==> config.mk <==
export PLATFORM = sky130hd
export DESIGN_NAME = cnn_layer_accel_quad_job_ctrl
export DESIGN_NICKNAME = d
export VERILOG_FILES = /design/src/rtl/cnn_layer_accel_quad_job_ctrl.sv
export SDC_FILE = /design/constraint.sdc
export NUM_CORES = 1
export LEC_CHECK = 0
export BUFFER_PORTS_ARGS = -buffer_cell sky130_fd_sc_hd__buf_4
export CAP_MARGIN = 20
export CORE_UTILIZATION = 40
export CTS_BUF_LIST = sky130_fd_sc_hd__clkbuf_16
export CTS_CLUSTER_SIZE = 25
export DETAILED_ROUTE_END_ITERATION = 6
export MAX_ROUTING_LAYER = met4
export PLACE_DENSITY = 0.68
export SKIP_LAST_GASP = 1
export SLEW_MARGIN = 20
export SYNTH_ARGS = -nofsm -noshare
export SYNTH_HDL_FRONTEND = slang
export SYNTH_SLANG_ARGS = --single-unit
==> constraint.sdc <==
create_clock -name clk_if -period 5.5 [get_ports clk_if]
set_clock_uncertainty 0.2 [all_clocks]
set_input_delay 1.65 -clock clk_if [delete_from_list [all_inputs] [get_ports clk_if]]
set_output_delay 1.65 -clock clk_if [all_outputs]
set_load 0.02 [all_outputs]
==> src/rtl/cnn_layer_accel_quad_job_ctrl.sv <==
// Quad-side job controller: accepts a job descriptor, runs one fetch per kernel group,
// counts result beats to the job's output volume, then holds job_complete until acked.
// Optional watchdog is compiled in with CNN_JOB_TIMEOUT_EN.
module cnn_layer_accel_quad_job_ctrl #(
  parameter int C_KERNELS_PER_FETCH = 8,
  parameter int C_TIMEOUT_CYCLES    = 65535
) (
  input  logic         clk_if,
  input  logic         rst,
  input  logic         job_start,
  output logic         job_accept,
  input  logic [127:0] job_parameters,
  output logic         job_fetch_request,
  input  logic         job_fetch_ack,
  input  logic         job_fetch_complete,
  output logic         job_complete,
  input  logic         job_complete_ack,
  input  logic         result_valid,
  input  logic         result_accept,
  output logic [6:0]   num_kernels_cfg,
  output logic [9:0]   num_output_rows_cfg,
  output logic [9:0]   num_output_cols_cfg,
  output logic [6:0]   stride_cfg,
  output logic [4:0]   padding_cfg,
  output logic         upsample_cfg,
  output logic         master_quad_cfg,
  output logic         job_busy,
  output logic         job_err,
  output logic [26:0]  result_count
);

  typedef enum logic [2:0] {
    S_IDLE,
    S_FETCH_REQ,
    S_FETCH_WAIT,
    S_RUN,
    S_COMPLETE
  } state_t;

  localparam int LOG2K = $clog2(C_KERNELS_PER_FETCH);

  state_t      state, state_next;
  logic        ready_q;
  logic        fetch_req_q;
  logic [26:0] total_q;
  logic [26:0] total_in;
  logic [26:0] count_inc;
  logic [6:0]  group_cnt;
  logic [6:0]  num_groups;
  logic [7:0]  kernels_round;
  logic        beat;
  logic        count_beat;
  logic        accept_fire;
  logic        group_done;
  logic        last_group;
  logic        timeout_hit;
  logic        params_unused;

  assign params_unused = ^job_parameters[127:41];

  // ready_q keeps job_accept low until the first edge after reset release.
  assign job_accept        = ready_q && (state == S_IDLE);
  assign job_busy          = (state != S_IDLE);
  assign job_complete      = (state == S_COMPLETE);
  assign job_fetch_request = fetch_req_q;

  assign beat        = result_valid && result_accept;
  assign count_beat  = beat && (state inside {S_FETCH_REQ, S_FETCH_WAIT, S_RUN});
  assign accept_fire = job_start && job_accept;
  assign total_in    = 27'(job_parameters[6:0]) * 27'(job_parameters[16:7])
                     * 27'(job_parameters[26:17]);
  assign count_inc   = result_count + {26'd0, count_beat};

  // Group count is ceil(kernels / C_KERNELS_PER_FETCH) via round-up and shift.
  assign kernels_round = {1'b0, num_kernels_cfg} + 8'(C_KERNELS_PER_FETCH - 1);
  assign num_groups    = 7'(kernels_round >> LOG2K);
  assign last_group    = ({1'b0, group_cnt} + 8'd1) >= {1'b0, num_groups};
  assign group_done    = job_fetch_complete &&
                         ((state == S_FETCH_WAIT) || (state == S_FETCH_REQ && job_fetch_ack));

`ifdef CNN_JOB_TIMEOUT_EN
  logic [31:0] wd_cnt;
  logic        wd_active;

  // Watchdog runs only while waiting and restarts on any fetch completion or counted beat.
  assign wd_active   = (state == S_FETCH_WAIT || state == S_RUN) && !(group_done || count_beat);
  assign timeout_hit = wd_active && (wd_cnt == 32'(C_TIMEOUT_CYCLES - 1));

  always_ff @(posedge clk_if or negedge rst) begin
    if (!rst) begin
      wd_cnt <= '0;
    end else begin
      wd_cnt <= wd_active ? wd_cnt + 32'd1 : '0;
    end
  end
`else
  logic timeout_unused;
  assign timeout_unused = (C_TIMEOUT_CYCLES != 0);
  assign timeout_hit    = 1'b0;
`endif

  always_comb begin
    // NOTE: default assigned first so no branch leaves state_next unassigned (no latch).
    state_next = state;
    case (state)
      S_IDLE:
        if (accept_fire) state_next = (total_in == '0) ? S_COMPLETE : S_FETCH_REQ;
      S_FETCH_REQ:
        if (job_fetch_ack) begin
          if (group_done) state_next = last_group ? S_RUN : S_FETCH_REQ;
          else            state_next = S_FETCH_WAIT;
        end
      S_FETCH_WAIT:
        if (group_done) state_next = last_group ? S_RUN : S_FETCH_REQ;
      S_RUN:
        if (count_inc >= total_q) state_next = S_COMPLETE;
      S_COMPLETE:
        if (job_complete_ack) state_next = S_IDLE;
      default:
        state_next = S_IDLE;
    endcase
    if (timeout_hit) state_next = S_COMPLETE;
  end

  // NOTE: clocked state uses non-blocking assignments so every flop samples pre-edge values.
  always_ff @(posedge clk_if or negedge rst) begin
    if (!rst) begin
      state               <= S_IDLE;
      ready_q             <= 1'b0;
      fetch_req_q         <= 1'b0;
      total_q             <= '0;
      group_cnt           <= '0;
      result_count        <= '0;
      job_err             <= 1'b0;
      num_kernels_cfg     <= '0;
      num_output_rows_cfg <= '0;
      num_output_cols_cfg <= '0;
      stride_cfg          <= '0;
      padding_cfg         <= '0;
      upsample_cfg        <= 1'b0;
      master_quad_cfg     <= 1'b0;
    end else begin
      state       <= state_next;
      ready_q     <= 1'b1;
      fetch_req_q <= (state_next == S_FETCH_REQ);
      if (accept_fire) begin
        num_kernels_cfg     <= job_parameters[6:0];
        num_output_rows_cfg <= job_parameters[16:7];
        num_output_cols_cfg <= job_parameters[26:17];
        stride_cfg          <= job_parameters[33:27];
        padding_cfg         <= job_parameters[38:34];
        upsample_cfg        <= job_parameters[39];
        master_quad_cfg     <= job_parameters[40];
        total_q             <= total_in;
        group_cnt           <= '0;
        result_count        <= '0;
        job_err             <= (total_in == '0);
      end else begin
        if (count_beat) result_count <= count_inc;
        if (group_done) group_cnt <= group_cnt + 7'd1;
        if ((state == S_COMPLETE && beat) || timeout_hit) job_err <= 1'b1;
      end
    end
  end

endmodule

; Word level (Yosys, flattened, before mapping)
; Index checks and enable logic that the tools add are counted.
[word_totals]
ff_bits = 108
in_bits = 136
out_inout_bits = 73
wordCells = 57
[op_classes]
add_sub_neg = 4
n_mul = 2
n_lt_le_gt_ge = 2
eq_ne = 5
n_mux = 15
reduce_logical = 15
[ops]
columns = cell, n
row1 = $mux W27, 2
row2 = $add A27 B1 Y27, 1
row3 = $ge A27 B27 Y1, 1
row4 = $logic_not A27 Y1, 1
row5 = $mul A17 B10 Y27, 1
row6 = $mux W3, 6
row7 = $mul A7 B10 Y17, 1
row8 = $pmux W3 S5, 1
row9 = $mux W7, 2
row10 = $add A7 B1 Y8 const B, 1
row11 = $add A7 B3 Y8 const B, 1
row12 = $ge A8 B5 Y1, 1
row13 = $add A7 B1 Y7 const B, 1
row14 = $logic_and A1 B1 Y1, 7
row15 = $eq A3 B1 Y1 const B, 2
row16 = $eq A3 B2 Y1 const B, 2
row17 = $reduce_bool A2 Y1, 3
row18 = $reduce_bool A3 Y1, 2
row19 = $mux W2, 2
row20 = $eq A3 B3 Y1 const B, 1
row21 = $logic_not A3 Y1, 1
row22 = $mux W1, 2
row23 = $logic_or A1 B1 Y1, 1

; Longest topological paths before layout
; Gate-level depths: netlist of the first run.
[depth]
ltp_word = 8
ltp_mapped = 38
depth_no_buf = 36

; Worst setup path after synthesis of the first run
; No wires, ideal clock.
[synth_path]
path_kind = input port to flip-flop
startpoint = input job_parameters[1]
endpoint = register fetch_req_q (netlist: job_fetch_request)
setup_ps = 122
arrival_ps = 10769
required_ps = 5178
setup_slack_ps = -5591
cell_stages = 36
n_path_buf = 1
cell_sequence = clkbuf_1 > and2_1 > fa_1 > inv_1 > fa_1 > inv_1 > fa_1 > inv_1 > fa_1 > inv_1 > ha_1 > inv_1 > o21bai_1 > a31o_2 > a41oi_1 > nor2b_1 > xnor2_1 > nand2_1 > fa_1 > inv_1 > fa_1 > fa_1 > fa_1 > inv_1 > fa_1 > inv_1 > ha_1 > o21a_1 > o21a_1 > a21oi_1 > a211oi_2 > or3_1 > a2111o_1 > nor4_2 > nand4b_1 > o2111a_1
[synth_between]
elab_chain_len = 7
[synth_lines]
columns = item, line_no
row1 = start: declaration, 12  ; input logic [127:0] job_parameters,
row2 = $mul A7 B10 Y17, 70  ; assign total_in = 27'(job_parameters[6:0]) * 27'(job_parameters[16:7])
row3 = $mul A17 B10 Y27, 71  ; * 27'(job_parameters[26:17]);
row4 = $logic_not A27 Y1, 107  ; if (accept_fire) state_next = (total_in == '0) ? S_COMPLETE : S_FETCH_REQ;
row5 = $mux W3 (2 in a row), 107
row6 = $pmux W3 S5, 105  ; case (state)
row7 = $eq A3 B1 Y1, 145  ; fetch_req_q <= (state_next == S_FETCH_REQ);
row8 = end signal: assignment, 145
row9 = end: declaration, 44  ; logic fetch_req_q;
; Every way passes these cells.
; A chain may end at the register's enable or synchronous reset.

; Worst setup path in the final report of the first run
[layout_path]
startpoint = input job_parameters[2]
endpoint = register fetch_req_q (netlist: job_fetch_request)
; The elaborated chain is that of the path after synthesis.

==> results of run 1 <==
[cells by family after synthesis]
group | after synthesis | share of synthesized area, %
buffers and inverters | 256 | 7.269
other | 1 | 0.02833
XOR/XNOR | 64 | 4.235
multiplexers | 3 | 0.2458
AO/OA/AOI/OAI | 190 | 9.084
flip-flops | 108 | 20.42
adder cells (fa/ha/maj) | 289 | 36.22
AND/OR/NAND/NOR | 631 | 22.50
[worst max-delay path, delay by kind of cell]
| family | cells | cell delay, ps |
|---|---|---|
| xor+xnor | 1 | 130 |
| fa+ha+maj | 11 | 4720 |
| simple gates | 7 | 1490 |
| buf+inv | 9 | 820 |
| compound gates | 9 | 1680 |
[metal layers]
metal	vias up	global-route usage [%]
met2	212	38.55
met5	-	-
met1	5753	25.47
li1	5682	-
met3	60	2.734
met4	0	6.367
[what timing repair did]
item / CTS / global route
endpoints found under the hold margin: 0 / 0
endpoints found under the setup margin: 27 / 28
gates resized for setup: 113 / 83
pin swaps: 87 / 100
buffers inserted: 44 / 29
[synth_stat cells, types with 7 or more instances]
library cell and count:
nand2_1 333, inv_1 205, fa_1 157, ha_1 132
and2_1 126, dfrtp_1 108, o21ai_0 66, nand3_1 51
clkbuf_1 46, a21oi_1 44, xnor2_1 42, nor2_1 35
a21o_1 24, xor2_1 22, and3_1 19, nand2b_1 12
nand4_1 12, nor3_1 11, nor2b_1 10, a211oi_1 7
[registers in the layout (all words and copies together), names as in the netlist, 3 cells and up]
name,cells
padding_cfg,5
num_output_rows_cfg,10
num_output_cols_cfg,10
stride_cfg,7
total_q,27
state,3
group_cnt,7
result_count,27
num_kernels_cfg,7
[layout make-up]
class	instances	area [um^2]	share of cell area, %
Multi-Input combinational cell	1178	10720	58.41
Timing Repair Buffer	421	3299	17.98
Sequential cell	108	2703	14.73
Inverter	206	775.7	4.227
Tap cell	442	553.0	3.013
Clock buffer	9	225.2	1.227
Clock inverter	5	77.57	0.4227
[path summary, 6_finish.rpt]
path	start	endpoint	cells past startpoint
worst max-delay path	job_parameters[2]	job_fetch_request$_DFF_PN0_	37
worst min-delay path	stride_cfg[4]$_DFFE_PN0P_	stride_cfg[4]$_DFFE_PN0P_	2
worst max register to register	state[1]$_DFF_PN0_	state[0]$_DFF_PN0_	21
worst min register to register	stride_cfg[4]$_DFFE_PN0P_	stride_cfg[4]$_DFFE_PN0P_	2
max in group asynchronous	rst	result_count[23]$_DFFE_PN0P_	2
min in group asynchronous	rst	total_q[14]$_DFFE_PN0P_	1
[through the flow]
stage	instance area (um^2)	setup TNS (ps)	setup slack, ps
floorplan	13680	-99010	-4990
global placement	16650	-113800	-5416
detailed placement	16650	-117090	-5616
CTS	17810	-101490	-4889
global route	18350	-108840	-5271
finish	18350	-102030	-4955
==> key figures, run 1 <==
Run status
  – Run status: complete, but fails checks
  – Violations in the final reports: negative setup slack

Routing
  – Overall via count from detail_route: 11.71k
  – ANT nets after route: 0
  – Per-cell routed wire length: 14.85 um
  – First drt pass iteration count: 5
  – Highest metal layer with signal wires: met4
  – Detailed Route Iter0 Violations: 427
  – Detailed route wirelength on metal3: 1100 um
  – M1 WL: 15100 um
  – Routed vias/inst: 4.942
  – Final Routed Wirelength: 35180 um
  – Detailed route wirelength on metal2: 18170 um
  – Number of remaining DRC errors: 0

Final layout
  – Number of fillers in the final layout: 2831
  – Share of the core filled with cells: 56.41%
  – Commonest non-fill, non-tap cell in the layout: buf_4
  – Area added between synthesis and finish: 38.65%
  – Number of standard cells in the layout, taps in and fillers out: 2369
  – Share of cells above drive strength 1: 31.81%
  – Fin nets: 2349
  – Antenna Cells: 0
  – Most frequent cells in the layout: buf_4, nand2_1, inv_1

Floorplanning
  – Initial Util: 40.68%
  – Full die area: 33820 um^2
  – Standard-cell rows: 66
  – Floorplan die height: 183.9 um
  – Horizontal die dimension: 183.9 um
  – Core Region: 32540 um^2
  – Top-level port count: 209

Clocking
  – Clk pin slew, worst setup/hold paths: 70 ps
  – CTS tree: built
  – Number of H-tree levels: 3
  – Clock sinks: 108
  – Hold_buf cts: 0
  – Source-to-sink clock delay at the later pin of the worst-skew pair: 360 ps
  – TritonCTS buffer count: 9
  – CTS root buf: clkbuf_16
  – Number of buffers on the longest clock path: 2

Synth
  – Mean instance size in the synthesized netlist: 8.584 um^2
  – Cell type contributing the most total cell area after synthesis: fa_1
  – Post-synthesis cell count: 1542
  – Primary flip-flop cell chosen by synthesis mapping: dfrtp_1
  – Cell types with the largest area share after synthesis: fa_1, dfrtp_1, ha_1
  – Share of the yosys chip area belonging to registers: 20.42%
  – Fraction of synthesis flops using an asynchronous set or reset pin: 100.0%
  – Number of storage elements in the synthesis netlist: 108
  – Number of library cell types mapped by synthesis: 63
  – Area share of the largest cell type after synthesis: 23.75%
  – Post-synth EDFFs: 0
  – Synth Warn #: 0
  – Synthesized netlist net count: 1967
  – Summed instance area of the synthesized netlist: 13240 um^2

Critical path
  – Arrival time reported for the critical path endpoint: 10500 ps
  – Critical-path cell with the highest stage delay: fa_1
  – Largest stage delay on the critical path: 570 ps
  – Critical path peak fanout: 5
  – Type of origin of the critical path: input pin
  – Slack of the worst reg-to-reg path: 1180 ps
  – Critical path type: input pin to register
  – Dominant cell type by count on the critical path: fa_1
  – Nature of the critical path endpoint: register
  – Critical Path RT: 5550 ps

STA
  – Final worst hold slack: 274.7 ps
  – Share of the cycle needed by the critical path after routing: 190.1%
  – Final critical-path setup slack: -4955 ps
  – RSZ-0062 raised after global routing: yes
  – Count of endpoints failing setup in the final report: 27
  – Count of final hold-check violations: 0
  – Minimum period implied by the final worst setup slack: 10460 ps
  – Slew at the pin closest to its max-slew limit: 862.4 ps
  – Rel. slew slack: 42.30%
  – Maximum achievable frequency: 95.65 MHz
  – Count of final max-slew check failures: 0

Placement
  – Gp weighted congestion: 0.9014
  – Port-buffer cells: 121
  – Detailed-placement wirelength estimate: 27510 um
  – Cell Count Post-Placement: 2288

Flow run
  – Number of maximum-capacitance constraint violations: 0

GRT
  – GR Overflow Total: 0
  – Antenna violations before repair: 0
  – Number of global-route vias before repair: 12.27k
  – Pin count of the biggest net entering global routing: 56
  – GRT Total Usage: 21.67%
  – First-pass GRT wire length: 57820 um

Hold path
  – Type of the most critical hold path: register to register
Power of run 1 is not shown: default switching activity piles up to over one toggle a cycle in this logic, so the estimate is an artifact.
==> inputs of run 2 (changes only) <==
--- a/config.mk
+++ b/config.mk
@@ -7,12 +7,14 @@
 export LEC_CHECK = 0
 export BUFFER_PORTS_ARGS = -buffer_cell sky130_fd_sc_hd__buf_4
 export CAP_MARGIN = 20
+export CORE_MARGIN = 5
 export CORE_UTILIZATION = 40
 export CTS_BUF_LIST = sky130_fd_sc_hd__clkbuf_16
 export CTS_CLUSTER_SIZE = 25
 export DETAILED_ROUTE_END_ITERATION = 6
 export MAX_ROUTING_LAYER = met4
 export PLACE_DENSITY = 0.68
+export SKIP_CTS_REPAIR_TIMING = 1
 export SKIP_LAST_GASP = 1
 export SLEW_MARGIN = 20
 export SYNTH_ARGS = -nofsm -noshare
==> run 2 against run 1 <==
Count of clock-buffer cells in the layout did not move. Critical endpoint is now state[2]$_DFF_PN0_. Critical path type unchanged. The flow still finishes with violations (negative setup slack). Sequential cell count did not move. Worst hold slack improved by 5.2 ps.
==> key figures, run 2 (same netlist as run 1, synthesis figures left out) <==
Floorplanning
  – Floorplan die height: 191.9 um
  – Standard-cell rows: 66
  – Initial Util: 40.58%
  – Horizontal die dimension: 191.9 um
  – Full die area: 36830 um^2
  – Core Region: 32620 um^2
  – Top-level port count: 209

Routing
  – ANT nets after route: 0
  – Per-cell routed wire length: 14.48 um
  – Overall via count from detail_route: 11.53k
  – Routed vias/inst: 4.913
  – First drt pass iteration count: 5
  – Final Routed Wirelength: 33970 um
  – Detailed Route Iter0 Violations: 392
  – Number of remaining DRC errors: 0

Critical path
  – Critical-path cell with the highest stage delay: fa_1
  – Arrival time reported for the critical path endpoint: 10650 ps
  – Type of origin of the critical path: input pin
  – Critical path type: input pin to register
  – Largest stage delay on the critical path: 550 ps
  – Nature of the critical path endpoint: register
  – Dominant cell type by count on the critical path: fa_1
  – Slack of the worst reg-to-reg path: 1100 ps
  – Critical path peak fanout: 6
  – Critical Path RT: 5580 ps

Clocking
  – TritonCTS buffer count: 9
  – Number of buffers on the longest clock path: 2
  – Number of H-tree levels: 3
  – CTS tree: built
  – Source-to-sink clock delay at the later pin of the worst-skew pair: 370 ps
  – Clk pin slew, worst setup/hold paths: 70 ps
  – Clock sinks: 108
  – CTS root buf: clkbuf_16

STA
  – RSZ-0062 raised after global routing: yes
  – Final worst hold slack: 279.9 ps
  – Count of final hold-check violations: 0
  – Count of endpoints failing setup in the final report: 27
  – Final critical-path setup slack: -5073 ps
  – Minimum period implied by the final worst setup slack: 10570 ps
  – Maximum achievable frequency: 94.58 MHz
  – Count of final max-slew check failures: 0
  – Slew at the pin closest to its max-slew limit: 861.1 ps
  – Rel. slew slack: 42.60%
  – Share of the cycle needed by the critical path after routing: 192.2%

Placement
  – Cell Count Post-Placement: 2290
  – Detailed-placement wirelength estimate: 27830 um
  – Gp weighted congestion: 0.9011
  – Port-buffer cells: 121

Final layout
  – Area added between synthesis and finish: 35.59%
  – Most frequent cells in the layout: buf_4, nand2_1, inv_1
  – Largest registers ranked by flip-flop count: result_count: 27 flops, total_q: 27 flops
  – Number of standard cells in the layout, taps in and fillers out: 2346
  – Fin nets: 2324
  – Share of cells above drive strength 1: 29.62%
  – Antenna Cells: 0
  – Commonest non-fill, non-tap cell in the layout: buf_4
  – Share of the core filled with cells: 55.02%

GRT
  – Number of global-route vias before repair: 11.83k
  – Pin count of the biggest net entering global routing: 87
  – Antenna violations before repair: 0
  – GR Overflow Total: 0
  – Fraction of met3 tracks used by global routing: 3.053%
  – First-pass GRT wire length: 56010 um
  – Global-route met1 utilization: 23.13%
  – Routing layer with the top usage in global route: met2
  – Met2 demand-to-capacity share in global routing: 32.94%
  – GRT Total Usage: 18.84%

Flow run
  – Number of maximum-capacitance constraint violations: 0

Run status
  – Violations in the final reports: negative setup slack
  – Run status: complete, but fails checks

Hold path
  – Type of the most critical hold path: register to register
==> run 2: path summary, 6_finish.rpt <==
path                                                 start                                  to  depth (start not counted)
worst max-delay path                     job_parameters[1]                  state[2]$_DFF_PN0_                         36
worst min-delay path            padding_cfg[4]$_DFFE_PN0P_          padding_cfg[4]$_DFFE_PN0P_                          2
worst max register to register          state[0]$_DFF_PN0_                  state[0]$_DFF_PN0_                         21
worst min register to register  padding_cfg[4]$_DFFE_PN0P_          padding_cfg[4]$_DFFE_PN0P_                          2
max in group asynchronous                              rst  num_output_rows_cfg[6]$_DFFE_PN0P_                          2
min in group asynchronous                              rst             total_q[15]$_DFFE_PN0P_                          1
==> run 2: per-layer routing <==
metal  up-vias  part of all wire (%)
met3        47                   3.8
met5         -                     0
met4         0                   2.0
met1      5635                    43
met2       197                    51
li1       5647                     -
==> run 2: layout make-up <==
class / count / area (um^2)
clock buffers: 9 / 225.2
clock inverters: 7 / 51.30
fillers: 2860 / 14670
inverters: 206 / 775.7
multi-input cells: 1178 / 10570
flip-flops and latches: 108 / 2703
well taps: 442 / 553.0
repair buffers: 396 / 3068
==> run 2: critical path, delay by kind of cell <==
| kind | cells | cell delay, ps |
|---|---|---|
| adder cells (fa/ha/maj) | 11 | 5090 |
| AO/OA/AOI/OAI | 10 | 2010 |
| AND/OR/NAND/NOR | 6 | 980 |
| buffers and inverters | 8 | 730 |
| XOR/XNOR | 1 | 200 |
==> run 2: through the flow <==
| step | setup slack [ps] | cell area [um^2] | setup TNS [ps] |
|---|---|---|---|
| 2_1_floorplan | -4990 | 13680 | -99010 |
| 3_3_place_gp | -5424 | 16680 | -113870 |
| 3_5_place_dp | -5610 | 16680 | -117600 |
| 4_1_cts | -5234 | 16960 | -107200 |
| 5_1_grt | -5371 | 17950 | -111040 |
| 6_report | -5073 | 17950 | -103830 |
Power of run 2 is left out for the same reason.
